<file path="src/rtl/clk_div_pkg.sv">
// clk_div_pkg: shared types for the clock-enable divider controller.
package clk_div_pkg;

  typedef enum logic [1:0] {
    IDLE,
    RUN,
    PEND
  } div_state_t;

  localparam int DIV_MIN = 1;

endpackage

</file>
<file path="src/rtl/clk_div_ctrl.sv">
// clk_div_ctrl: 50% duty clock-enable divider with glitch-free
// run-time ratio changes applied at full-period boundaries.
module clk_div_ctrl
  import clk_div_pkg::*;
#(
  parameter int WIDTH   = 8,
  parameter int DIV_RST = 5
) (
  input  logic             clk,
  input  logic             rst_n,
  input  logic             en,
  input  logic             cfg_valid,
  input  logic [WIDTH-1:0] cfg_div,
  output logic             cfg_ready,
  output logic             clk_out,
  output logic             tick,
  output logic [WIDTH-1:0] active_div,
  output logic             pending
);

  div_state_t       state;
  logic [WIDTH-1:0] cnt;
  logic [WIDTH-1:0] shadow;
  logic             stop_q;

  logic [WIDTH:0]   eff_div;
  logic [WIDTH:0]   cnt_nxt;
  logic             wrap;
  logic             fall;
  logic             xfer;
  logic             stop_req;
  logic             go_idle;
  logic             apply;

  // Extra bit keeps an all-ones ratio from wrapping the compare.
  always_comb begin
    eff_div  = (active_div == '0) ?
               (WIDTH+1)'(DIV_MIN) :
               {1'b0, active_div};
    cnt_nxt  = {1'b0, cnt} + (WIDTH+1)'(1);
    wrap     = (cnt_nxt == eff_div);
    fall     = wrap && clk_out;
    xfer     = cfg_valid && cfg_ready;
    stop_req = stop_q || !en;
    go_idle  = stop_req && (fall || !clk_out);
    apply    = (state == PEND) && (fall || go_idle);
  end

  always_ff @(posedge clk or negedge rst_n) begin
    if (!rst_n) begin
      state      <= IDLE;
      cnt        <= '0;
      clk_out    <= 1'b0;
      tick       <= 1'b0;
      active_div <= WIDTH'(DIV_RST);
      shadow     <= '0;
      pending    <= 1'b0;
      cfg_ready  <= 1'b1;
      stop_q     <= 1'b0;
    end else begin
      tick <= 1'b0;
      case (state)
        IDLE: begin
          cnt     <= '0;
          clk_out <= 1'b0;
          stop_q  <= 1'b0;
          if (xfer) active_div <= cfg_div;
          if (en) state <= RUN;
        end
        RUN, PEND: begin
          if (go_idle) begin
            state     <= IDLE;
            cnt       <= '0;
            clk_out   <= 1'b0;
            stop_q    <= 1'b0;
            pending   <= 1'b0;
            cfg_ready <= 1'b1;
            if (apply) active_div <= shadow;
            else if (xfer) active_div <= cfg_div;
          end else begin
            // Only reachable high: latch the stop so the phase completes.
            if (!en) stop_q <= 1'b1;
            if (wrap) begin
              cnt     <= '0;
              clk_out <= ~clk_out;
              tick    <= ~clk_out;
            end else begin
              cnt <= cnt_nxt[WIDTH-1:0];
            end
            if (apply) begin
              active_div <= shadow;
              state      <= RUN;
              pending    <= 1'b0;
              cfg_ready  <= 1'b1;
            end else if (xfer) begin
              shadow    <= cfg_div;
              state     <= PEND;
              pending   <= 1'b1;
              cfg_ready <= 1'b0;
            end
          end
        end
        default: state <= IDLE;
      endcase
    end
  end

endmodule

</file>
<file path="config.mk">
export PLATFORM = sky130hd
export DESIGN_NAME = clk_div_ctrl
export DESIGN_NICKNAME = d
export VERILOG_FILES = /design/src/rtl/clk_div_pkg.sv /design/src/rtl/clk_div_ctrl.sv
export SDC_FILE = /design/constraint.sdc
export NUM_CORES = 1
export LEC_CHECK = 0
export CORE_UTILIZATION = 55
export CTS_BUF_LIST = sky130_fd_sc_hd__clkbuf_8
export DETAILED_ROUTE_END_ITERATION = 8
export GPL_TIMING_DRIVEN = 1
export PLACE_DENSITY = 0.77
export SYNTH_ARGS = -nofsm -noshare
export SYNTH_HDL_FRONTEND = slang
export SYNTH_SLANG_ARGS = --single-unit
</file>
<file path="constraint.sdc">
create_clock -name clk -period 3.5 [get_ports clk]
set_input_delay 0.525 -clock clk [delete_from_list [all_inputs] [get_ports clk]]
set_output_delay 0.525 -clock clk [all_outputs]
set_load 0.005 [all_outputs]
</file>
==> results.md <==
- Status: finished, final reports clean
- Clock Path Buffers: 2
- Worst slew pin tran: 0.8940 ns
- Largest fanout on the critical path: 11
- Worst setup path class: reg -> reg
- Post-synth EDFFs: 0
- Die Ht: 63.56 µm
- P&R area growth vs syn: 16.63%
- First-pass GRT wire length: 8.424 mm
- Total number of vias: 1,849
- Min Tclk post-route: 2.837 ns
- Die Wd: 63.56 µm
- Worst VDD drop: 0.0003916 V
- Die Area: 4040 µm²
- Reg2reg setup slack: 0.66 ns
- Pwr/cell area: 753.8 nW/µm²
- Largest net degree at the start of global routing: 32
- Layout cell share with drive strength beyond 1: 10.51%
- Initial antenna violation count: 0
- Sequential area share after synthesis: 37.39%
- Vias in the first global route: 1,760
- Max Cap Viol: 0
- Clk network pwr share: 16.5%
- Critical path endpoint category: register
- Hold path depth: 1
- Max incr delay on CP: 0.63 ns
- Yosys reg bits: 31
- Core area: 3661 µm²
- Internal Power: 1.079 mW
- Sequential group share of total power: 35.1%
- Clock Tree Root: clkbuf_8
- Via density: 6.062
- Setup tns final: 0 ns
- Dominant cell type by area after synthesis: dfrtp_1
- Cell area after synthesis: 2084 µm²
- Period utilization: 81.07%
- Net Sw Frac: 41.14%
- Synth Area in Adders: 2.401%
- RSZ-0062 raised after global routing: false
- Final Hold Viols: 0
- Crit path DAT: 3.00 ns
- Cell variety after synth: 55
- Final core area utilization: 66.40%
- FFs w/ async S/R, synth: 100.0%
- Layout Nets: 272
- Combinational group share of total power: 48.4%
- Xor and xnor area share after synthesis: 3.361%
- Routed Wire Length: 4.791 mm
- Worst setup endpoint: shadow[5]
- Synth top area share: 33.61%
- Worst-Skew Late Latency: 0.28 ns
- Slew headroom: 40.40%
- Final setup fails: 0
- Filler instances: 320
- Top cells by area, synth: dfrtp_1 (34%), a21oi_1 (5.0%), nand2_1 (5.0%)
- Core Rows: 22
- Max-slew violation count: 0
- Post-synthesis area per instance: 8.870 µm²
- Design Power: 1.833 mW
- Critical Path Start Type: register
- Warnings from Yosys: 0
- Initial Util: 56.94%
- Worst R2R Start: cnt[0]
- Gr ovfl total: 0
- Clk pin slew, worst setup/hold paths: 0.06 ns
- Crit path max-delay cell type: a311oi_4
- N_diodes: 0
- Setup WS pre-CTS: 0.5267 ns
- Highest Clock Rate: 352.4 MHz
- Main combinational cell family by area after synthesis: compound AO/OA/AOI/OAI gates
- H-tree depth: 2
- Ys flop type: dfrtp_1
- Num CTS Buffers: 5
- Crit path from: cnt[0]
- Starting DRT DRC Count: 119
- Post-CTS setup buffers: 0
- Sw Pwr: 0.7540 mW
- Avg WL per Cell: 15.71 µm
- Required time of the critical path: 3.66 ns
- Worst R2R Path Depth: 7
- Cts repair resizes: 0
- DRC viols: 0
- IO buf count: 23
- DR pass1 iterations: 4
- Crit-path cells: ha_1, and3_4, nand3_1, and4b_1, o2111a_1, a311oi_4, mux2_2
- CTS Hold Bufs: 0
- Simple-gate portion of the synthesized area: 21.55%
- Cells after Synth: 235
- P_leak: 0.9708 nW
- All-Layer GR Usage: 27.00%
- HPWL Detailed: 3.426 mm
- Compound-Gate Fraction of Synth Area: 23.41%
- Ports: 24
- R2R Path End: shadow[5]
- Final Skew: 0.005202 ns
- Placer Congestion: 0.9508
- Non-Filler Instances: 305
- Hold crit path type: reg -> reg
- Mux share of post-synthesis cell area: 5.822%
- CTS Sinks: 31
- Mapped Nets: 251
- Dpl cells: 297
- Most frequent cells in the layout: nand2_1 (28), dfrtp_1 (28), clkdlybuf4s50_1 (23), a21oi_1 (21), inv_1 (19)
- Antenna Violating Nets Remaining: 0
- Final WS setup: 0.6625 ns
- TritonCTS clock tree: done
==> final cells by class <==
| type | instances | area [µm²] | share of cell area, % |
|---|---|---|---|
| clock buffer | 7 | 96.34 | 3.963 |
| timing repair buffer | 25 | 245.2 | 10.09 |
| inverter | 18 | 67.56 | 2.779 |
| multi-input combinational | 175 | 1179 | 48.48 |
| tap | 48 | 60.06 | 2.470 |
| sequential | 31 | 779.5 | 32.06 |
| clock inverter | 1 | 3.754 | 0.1544 |
==> flip-flops by register name, indices dropped and copies added, names as in the netlist <==
| register | count |
|---|---|
| clk_out | 1 |
| tick | 1 |
| cfg_ready | 1 |
| state | 2 |
| stop_q | 1 |
| active_div | 8 |
| shadow | 8 |
| pending | 1 |
| cnt | 8 |
==> Yosys cell counts, types with 3 or more instances <==
cell type and count:
a21oi_1 21, a221o_1 4, a31oi_1 3, and2_1 10, clkbuf_1 6, dfrtp_1 28
dfstp_2 3, ha_1 4, inv_1 18, mux2_2 9, nand2_1 28, nand3_1 7
nand4_1 3, nor2_1 9, nor2b_1 5, nor3_1 12, nor3b_1 3, o21ai_0 4
o221ai_1 9, xnor2_1 7
==> worst min path at each step <==
| stage | slack, ns | from | to |
|---|---|---|---|
| after floorplan | 0.23 | rst_n | active_div[1] |
| after global placement | 0.50 | stop_q | stop_q |
| after detailed placement | 0.51 | shadow[0] | shadow[0] |
| after CTS | 0.52 | shadow[0] | shadow[0] |
| after global routing | 0.53 | stop_q | stop_q |
| final | 0.52 | shadow[4] | shadow[4] |
==> per-layer routing <==
metal	wire (µm)	vias up	global-route usage (%)
li1	-	907	-
met1	2177	880	35.02
met2	2319	51	44.02
met3	212	11	5.797
met4	81	0	9.659
met5	0	-	0
==> critical path, delay by kind of cell (launching register included) <==
family                   cells  cell delay [ns]
AND/OR/NAND/NOR              3             0.52
flip-flops                   1             0.48
AO/OA/AOI/OAI                2             0.94
multiplexers                 1             0.40
adder cells (fa/ha/maj)      1             0.36
==> stage by stage <==
stage | hold WS [ns] | area, µm²
CTS | 0.5243 | 2431
finish | 0.5199 | 2431
global route | 0.5284 | 2431
detailed placement | 0.5109 | 2331
floorplan | 0.2294 | 2085
global placement | 0.4987 | 2331
==> power groups by stage <==
stage	Sequential (mW)	Combinational, mW	Clock (mW)
2_1_floorplan	0.599	0.646	0
3_3_place_gp	0.642	0.873	0
3_5_place_dp	0.649	0.884	0
4_1_cts	0.642	0.888	0.306
5_1_grt	0.664	0.994	0.321
6_report	0.643	0.887	0.302
==> kinds of logic (layout without fill, tap and decap cells) <==
family          Yosys count  count (layout)
simple gates             87              87
compound gates           65              65
flops                    31              31
buf+inv                  29              51
mux                      11              11
xor+xnor                  8               8
fa+ha+maj                 4               4
No activity file was read; power rests on OpenSTA's default activity.
